--- src/rtl/pool_window_streamer.sv ---
// rtl/pool_window_streamer.sv - raster pixel stream to non-overlapping 2x2 windows
// One-row line buffer plus a single-entry output register with valid/ready.
module pool_window_streamer #(
  parameter int WIDTH = 32,
  parameter int IMG_W = 8,
  parameter int IMG_H = 8
) (
  input  logic             clk,
  input  logic             rst_n,
  input  logic             in_valid,
  output logic             in_ready,
  input  logic [WIDTH-1:0] in_data,
  output logic             win_valid,
  input  logic             win_ready,
  output logic [WIDTH-1:0] x00,
  output logic [WIDTH-1:0] x01,
  output logic [WIDTH-1:0] x10,
  output logic [WIDTH-1:0] x11,
  output logic             win_last
);

  localparam int CW = (IMG_W > 2) ? $clog2(IMG_W) : 1;
  localparam int RW = (IMG_H > 2) ? $clog2(IMG_H) : 1;
  localparam logic [CW-1:0] COL_MAX = CW'(IMG_W - 1);
  localparam logic [RW-1:0] ROW_MAX = RW'(IMG_H - 1);

  typedef enum logic {TOP, BOT} state_t;

  state_t           state_q, state_d;
  logic [CW-1:0]    col_q, col_d;
  logic [RW-1:0]    row_q, row_d;
  logic [WIDTH-1:0] hold_l_q, hold_l_d;
  logic [WIDTH-1:0] x00_q, x00_d, x01_q, x01_d, x10_q, x10_d, x11_q, x11_d;
  logic             win_valid_q, win_valid_d;
  logic             win_last_q, win_last_d;

  logic [WIDTH-1:0] linebuf [IMG_W];
  logic [CW-1:0]    col_m1;
  logic             accept;
  logic             col_wrap;
  logic             row_last;

  // Only the window-completing (odd) bottom-row pixel needs room in the output register.
  assign in_ready = (state_q == TOP) || !col_q[0] || !win_valid_q || win_ready;
  assign accept   = in_valid && in_ready;
  assign col_wrap = (col_q == COL_MAX);
  assign row_last = (row_q == ROW_MAX);
  assign col_m1   = col_q - CW'(1);

  always_comb begin
    state_d     = state_q;
    col_d       = col_q;
    row_d       = row_q;
    hold_l_d    = hold_l_q;
    x00_d       = x00_q;
    x01_d       = x01_q;
    x10_d       = x10_q;
    x11_d       = x11_q;
    win_valid_d = win_valid_q;
    win_last_d  = win_last_q;

    if (win_valid_q && win_ready) begin
      win_valid_d = 1'b0;
    end

    if (accept) begin
      if (col_wrap) begin
        col_d = '0;
        if (state_q == TOP) begin
          state_d = BOT;
          row_d   = row_q + RW'(1);
        end else begin
          state_d = TOP;
          row_d   = row_last ? '0 : row_q + RW'(1);
        end
      end else begin
        col_d = col_q + CW'(1);
      end

      if (state_q == BOT) begin
        if (!col_q[0]) begin
          hold_l_d = in_data;
        end else begin
          x00_d       = linebuf[col_m1];
          x01_d       = linebuf[col_q];
          x10_d       = hold_l_q;
          x11_d       = in_data;
          win_valid_d = 1'b1;
          win_last_d  = row_last && col_wrap;
        end
      end
    end
  end

  always_ff @(posedge clk) begin
    if (!rst_n) begin
      state_q     <= TOP;
      col_q       <= '0;
      row_q       <= '0;
      hold_l_q    <= '0;
      x00_q       <= '0;
      x01_q       <= '0;
      x10_q       <= '0;
      x11_q       <= '0;
      win_valid_q <= 1'b0;
      win_last_q  <= 1'b0;
    end else begin
      state_q     <= state_d;
      col_q       <= col_d;
      row_q       <= row_d;
      hold_l_q    <= hold_l_d;
      x00_q       <= x00_d;
      x01_q       <= x01_d;
      x10_q       <= x10_d;
      x11_q       <= x11_d;
      win_valid_q <= win_valid_d;
      win_last_q  <= win_last_d;
    end
  end

  // Line buffer carries no reset; every entry is rewritten on each top row before use.
  always_ff @(posedge clk) begin
    if (accept && (state_q == TOP)) begin
      linebuf[col_q] <= in_data;
    end
  end

  assign win_valid = win_valid_q;
  assign win_last  = win_last_q;
  assign x00       = x00_q;
  assign x01       = x01_q;
  assign x10       = x10_q;
  assign x11       = x11_q;

endmodule

--- config.mk ---
export PLATFORM = sky130hd
export DESIGN_NAME = pool_window_streamer
export DESIGN_NICKNAME = d
export VERILOG_FILES = /design/src/rtl/pool_window_streamer.sv
export SDC_FILE = /design/constraint.sdc
export NUM_CORES = 1
export LEC_CHECK = 0
export CORE_MARGIN = 2
export CORE_UTILIZATION = 57
export CTS_CLUSTER_DIAMETER = 80
export DETAILED_ROUTE_END_ITERATION = 7
export PLACE_DENSITY = 0.77
export SLEW_MARGIN = 20
export SYNTH_ARGS = -nofsm -noshare
export SYNTH_HDL_FRONTEND = slang
export SYNTH_SLANG_ARGS = --single-unit
--- constraint.sdc ---
create_clock -name clk -period 5.9 [get_ports clk]
set_input_delay 1.475 -clock clk [delete_from_list [all_inputs] [get_ports clk]]
set_output_delay 1.475 -clock clk [all_outputs]
set_load 0.1 [all_outputs]
==> key figures, run 1 <==
Run status
  – Outcome: finished clean

Layout
  – Diode count: 0
  – Final instance area: 0.02102 mm^2
  – Layout cells sized above 1: 13.95%
  – Post-layout nets: 1470
  – Synth-to-layout area growth: 18.36%

Worst setup path
  – Worst R2R Setup Slack: 2.26 ns
  – Crit-path max FO: 6
  – CP startpoint: win_ready
  – Slowest CP cell: clkdlybuf4s50_1
  – Reg2reg start: col_q[1]
  – Critical Path AT: ~2.5 ns
  – R2r endpoint: x00[17]
  – CP Class: in2out
  – Critical path endpoint category: output pin
  – Crit path capture: in_ready
  – Critical path buffers and inverters: 2
  – Worst Path Required: around 4.4 ns
  – CP max stage delay: 0.42 ns
  – Crit-path leading delay family: buffers and inverters
  – Worst r2r path cells: 8
  – Crit. path cell count: 3
  – Cells along the critical path: clkdlybuf4s50_1, nand4b_2, buf_4
  – Worst setup SP type: input pin

Pwr
  – Pint: 4.891 mW
  – Leakage power: 6.847 nW
  – Sequential share of power: between 50% and 60%
  – Net Sw Frac: between 20 and 25%
  – Switching pwr: 1.417 mW
  – Peak supply drop: 0.2194 mV
  – Power share of the clock group: 40.8%
  – Power share of the combinational group: 8.3%
  – Power per standard cell area: around 300 mW/mm^2

Global route
  – Initial antenna violation count: 0
  – Pin count of the biggest net entering global routing: 86
  – Vias in the first global route: 11.78k
  – First-pass GRT wire length: 67.66 mm
  – GRT Util Overall: 26.96%
  – Grt ovf: 0

Timing
  – Finish-stage setup viols: 0
  – Worst-margin pin slew: 1.069 ns
  – Final Skew: 0.01184 ns
  – Slew Limit Fails: 0
  – Final hold vios: 0
  – Crit share post-route: 67.21%
  – Worst hold slack: roughly 0.46 ns
  – Rel. slew slack: roughly 28%
  – Setup TNS Final: 0 ns
  – Max Freq: between 200 and 300 MHz
  – Tmin final: 3.966 ns
  – RSZ-0062 raised after global routing: no

Place
  – Hpwl dp: 25.09 mm
  – Placed inst area: 0.01964 mm^2
  – Placer Congestion: between 0.7 and 0.8
  – Port buffer count: 166

Clock tree
  – H-tree levels: 2
  – Hold_buf cts: 0
  – PostCTS Resize Cnt: 0
  – Clk Latency, worst-skew pair: roughly 0.54 ns
  – Clk buf depth: 3
  – CTS sink count: 425
  – Clock Pin Slew Worst Setup and Hold Paths: ~0.060 ns
  – CTS tree: built
  – Clock root cell: clkbuf_16
  – CTS buffer count: 43
  – Setup Fix Bufs, Post-CTS: 0

Drt
  – Routed via count: 11.43k
  – Uppermost layer routed: met4
  – Drt pass-1 iters: 5
  – Drc violations: 0
  – Wirelength per Cell: 23.65 um
  – Met1 WL: 18.23 mm
  – Initial drt markers: around 1.1k
  – Antenna Violating Nets Remaining: 0
  – WL final: 43.94 mm
  – Number of vias per cell: 6.151
  – Met3 Wirelength: 4.099 mm
  – DR WL met2: around 20 mm

Min path
  – Hold WC Path Type: reg2reg

Floorplanning
  – Die H: 180.5 um
  – Die span in x: 180.5 um
  – Initial core utilization: a little under 60%
  – Core box area: 0.03067 mm^2
  – Top Ports: 167
  – Full die area: 0.03258 mm^2
  – FP Rows: 64

Synth
  – Mapped cell area: 0.01776 mm^2
  – Post-Syn Instances: 1295
  – Yosys cell types: 40
  – Synthesized area per cell: 13.71 um^2
  – Yosys warnings: 0
  – Synthesized net count: 1336
  – Sequential share of the synthesized area: ~62%
  – #FFs+latches synth: 425

Run
  – Number of max-cap violations: 0
[cell families after synthesis]
group           Yosys count  share of synthesized area [%]
compound gates          267                          11.86
xor+xnor                  2                         0.2044
fa+ha+maj                 5                         0.3523
buf+inv                 108                          3.213
flops                   425                          62.34
mux                     193                          15.39
simple gates            295                          6.638
[worst reg2reg max path, delay by kind of cell, from the launching register on]
kind / cells / cell delay [ns]
buf+inv: 4 / 1.68
fa+ha+maj: 1 / 0.85
compound gates: 2 / 0.41
flops: 1 / 0.31
mux: 1 / 0.29
[synthesized netlist by cell type]
cell | number | share of area, %
a32o_1 | 31 | 1.7
a211o_1 | 2 | 0.099
mux4_2 | 64 | 8.1
a21boi_1 | 8 | 0.34
mux2i_1 | 129 | 7.3
a31oi_1 | 32 | 1.1
a21oi_1 | 1 | 0.028
xnor2_4 | 1 | 0.16
nor2_1 | 2 | 0.042
and3_1 | 1 | 0.035
inv_1 | 2 | 0.042
nand4b_2 | 1 | 0.085
o21ai_0 | 33 | 0.93
nand3_1 | 4 | 0.11
a22oi_1 | 35 | 1.5
and4_1 | 1 | 0.049
dfxtp_1 | 169 | 19
nand4b_1 | 1 | 0.049
nor4_1 | 2 | 0.070
nor2_2 | 2 | 0.070
edfxtp_1 | 256 | 43
a22oi_2 | 29 | 2.0
nand4_1 | 1 | 0.035
ha_1 | 5 | 0.35
nor2b_1 | 2 | 0.070
buf_2 | 41 | 1.2
a31o_1 | 1 | 0.049
buf_6 | 7 | 0.44
xnor2_1 | 1 | 0.049
a21boi_0 | 94 | 4.0
nor3_1 | 4 | 0.11
clkbuf_2 | 1 | 0.028
nand2_1 | 266 | 5.6
buf_1 | 5 | 0.11
buf_4 | 16 | 0.68
clkbuf_1 | 35 | 0.74
inv_2 | 1 | 0.021
o21a_1 | 1 | 0.042
and2_1 | 6 | 0.21
nand2b_1 | 2 | 0.070
[stage by stage]
| stage | power, mW | util, % | instances | worst slack (ns) |
|---|---|---|---|---|
| 5_1_grt | 6.483 | 68.53 | 1858 | 1.867 |
| 4_1_cts | 6.330 | 68.42 | 1857 | 1.891 |
| 3_3_place_gp | 3.782 | 64.03 | 1779 | 1.625 |
| 2_1_floorplan | 3.637 | - | 1295 | 0.6215 |
| 6_report | 6.308 | 68.53 | 1858 | 1.934 |
| 3_5_place_dp | 3.791 | 64.03 | 1779 | 1.573 |
[metal layers]
layer	GRT usage (%)	up-vias
met4	8.226	0
met3	4.972	89
met1	37.77	5661
met2	43.31	527
met5	0	-
li1	-	5152
[sequential cells by signal, summed over array words and instances (netlist names)]
register	cells
x10	32
x11	32
win_valid	1
state_q	1
col_q	3
linebuf	256
x01	32
row_q	3
win_last	1
hold_l_q	32
x00	32
[layout by cell type, fill, tap and decap left out, drive strengths merged]
cell	instances
a211o	2
a21boi	102
a21oi	1
a22oi	64
a31o	1
a31oi	32
a32o	31
and2	6
and3	1
and4	1
buf	30
bufinv	2
clkbuf	53
clkdlybuf4s50	164
clkinv	20
clkinvlp	3
dfxtp	169
edfxtp	256
ha	5
inv	3
mux2i	129
mux4	64
nand2	266
nand2b	2
nand3	4
nand4	1
nand4b	2
nor2	4
nor2b	2
nor3	4
nor4	2
o21a	1
o21ai	33
xnor2	2
[worst min path at each step]
stage                 start            to  slack [ns]  cells after the start
4_1_cts        hold_l_q[10]  hold_l_q[10]        0.46                      2
6_report        hold_l_q[1]   hold_l_q[1]        0.46                      2
3_5_place_dp   hold_l_q[10]  hold_l_q[10]        0.45                      2
3_3_place_gp    hold_l_q[1]   hold_l_q[1]        0.44                      2
2_1_floorplan      row_q[1]      row_q[1]        0.43                      2
5_1_grt         hold_l_q[1]   hold_l_q[1]        0.47                      2
[power groups by stage]
| stage | clock network, mW | registers, mW | logic, mW |
|---|---|---|---|
| finish | 2.57 | 3.21 | 0.526 |
| CTS | 2.60 | 3.22 | 0.508 |
| global route | 2.71 | 3.21 | 0.557 |
| global placement | 0 | 3.28 | 0.499 |
| floorplan | 0 | 3.26 | 0.374 |
| detailed placement | 0 | 3.28 | 0.506 |
[final cells by class]
cell class,instances,area (um^2)
clock buffers,53,1166
clock inverters,25,177.7
fillers,2114,9653
inverters,3,11.26
multi-input cells,762,6188
flip-flops and latches,425,11080
well taps,396,495.5
repair buffers,194,1899
No activity file was read; power rests on OpenSTA's default activity.
==> run 2, diff against run 1 <==
--- a/config.mk
+++ b/config.mk
@@ -6,10 +6,10 @@
 export NUM_CORES = 1
 export LEC_CHECK = 0
 export CORE_MARGIN = 2
-export CORE_UTILIZATION = 57
+export CORE_UTILIZATION = 52
 export CTS_CLUSTER_DIAMETER = 80
 export DETAILED_ROUTE_END_ITERATION = 7
-export PLACE_DENSITY = 0.77
+export PLACE_DENSITY = 0.74
 export SLEW_MARGIN = 20
 export SYNTH_ARGS = -nofsm -noshare
 export SYNTH_HDL_FRONTEND = slang
==> constraint.sdc (replaced) <==
create_clock -name clk -period 3.3 [get_ports clk]
set_input_delay 0.825 -clock clk [delete_from_list [all_inputs] [get_ports clk]]
set_output_delay 0.825 -clock clk [all_outputs]
set_load 0.1 [all_outputs]
==> key figures, run 2 (same netlist as run 1, synthesis figures left out) <==
Clock tree
  – CTS tree: built
  – Setup Fix Bufs, Post-CTS: 0
  – CTS buffer count: 42
  – Clock root cell: clkbuf_16
  – PostCTS Resize Cnt: 0
  – H-tree levels: 2
  – Clk Latency, worst-skew pair: 0.53 ns
  – Clock Pin Slew Worst Setup and Hold Paths: 0.06 ns
  – Hold_buf cts: 0
  – CTS sink count: 425
  – Clk buf depth: 3

Worst setup path
  – Critical Path AT: 1.93 ns
  – Worst r2r path cells: 7
  – Worst setup SP type: flip-flop
  – CP Class: reg2out
  – Crit-path max FO: 13
  – Worst Path Required: 2.47 ns
  – Critical path endpoint category: output pin

Pwr
  – Leakage power: around 7 nW
  – Power per standard cell area: ~540 mW/mm^2
  – Peak supply drop: 0.3823 mV
  – Power, Total: 11.42 mW

Layout
  – Commonest non-fill, non-tap cell in the layout: nand2_1
  – Max reg flops: 256
  – Final core occ: a little over three fifths
  – Number of non-filler instances in the completed layout: 1916
  – Most frequent cells in the layout: nand2_1, edfxtp_1, dfxtp_1, buf_4, mux2i_1
  – Layout cells sized above 1: 23.24%
  – Final instance area: 0.02103 mm^2
  – Synth-to-layout area growth: 18.41%
  – Post-layout nets: roughly 1.5k
  – Biggest register: linebuf

Timing
  – RSZ-0062 raised after global routing: no
  – Rel. slew slack: 44.85%
  – Worst-margin pin slew: just over 0.8 ns
  – Final hold vios: 0
  – Final Skew: 0.009824 ns
  – Slew Limit Fails: 0
  – Tmin final: 2.755 ns
  – Crit share post-route: 83.48%
  – Worst hold slack: about 0.46 ns
  – Setup TNS Final: 0 ns
  – Final WS setup: approximately 0.55 ns
  – Max Freq: 363.0 MHz
  – Finish-stage setup viols: 0

Global route
  – Grt ovf: 0
  – Vias in the first global route: approximately 11k
  – Busiest grt layer: met2
  – Grt met1 use: a little over a third
  – First-pass GRT wire length: 67.49 mm
  – GRT Util Overall: between 20% and 30%
  – Met2 GRT Util: 40.02%
  – GR Util met3: approximately 4.4%
  – Initial antenna violation count: 0
  – Pin count of the biggest net entering global routing: 66

Floorplanning
  – FP Rows: 67
  – Die H: approximately 190 um
  – Die span in x: 188.8 um
  – Initial core utilization: 52.82%
  – Core box area: 0.03362 mm^2
  – Top Ports: 167
  – Full die area: 0.03564 mm^2

Drt
  – Number of vias per cell: 5.979
  – Drt pass-1 iters: 5
  – Initial drt markers: slightly above 900
  – WL final: 44.57 mm
  – Antenna Violating Nets Remaining: 0
  – Routed via count: ~11k
  – Drc violations: 0
  – Wirelength per Cell: roughly 23 um

Place
  – Port buffer count: around 170
  – Placer Congestion: 0.7773
  – DP Cell Count: 1837
  – Placed inst area: 0.01964 mm^2
  – Hpwl dp: 25.57 mm
  – Dpl ws: 0.5147 ns

Min path
  – Hold WC Path Type: reg2reg
  – WHS Path Cells: 2

Run
  – Number of max-cap violations: 0

Run status
  – Outcome: finished clean
==> run 2: critical path: stages (launching register included) <==
cell	delay, ns
dfxtp_1	0.81
nand4b_2	0.33
buf_12	0.26
==> run 2: final cells by class <==
type	instances	area [um^2]
antenna	1	2.502
clock buffer	60	1244
clock inverter	18	138.9
fill	2486	12590
inverter	3	11.26
multi-input combinational	762	6223
sequential	425	11080
tap	448	560.5
timing repair buffer	199	1767
==> run 2: power breakdown <==
group / switching [mW] / total (mW) / internal, mW
Combinational: 0.564 / 0.966 / 0.401
Sequential: 0.0459 / 5.74 / 5.69
Clock: 1.93 / 4.72 / 2.78
==> run 2: worst paths after layout <==
| kind | from | endpoint | slack, ns |
|---|---|---|---|
| max | state_q | in_ready | 0.55 |
| min | hold_l_q[2] | hold_l_q[2] | 0.46 |
| max reg2reg | col_q[1] | x00[29] | 0.83 |
| min reg2reg | hold_l_q[2] | hold_l_q[2] | 0.46 |
==> run 2: routing by layer <==
layer	vias to the layer above	routed length, um
li1	5157	-
met1	5739	19150
met2	487	20750
met3	73	3856
met4	0	823
met5	-	0
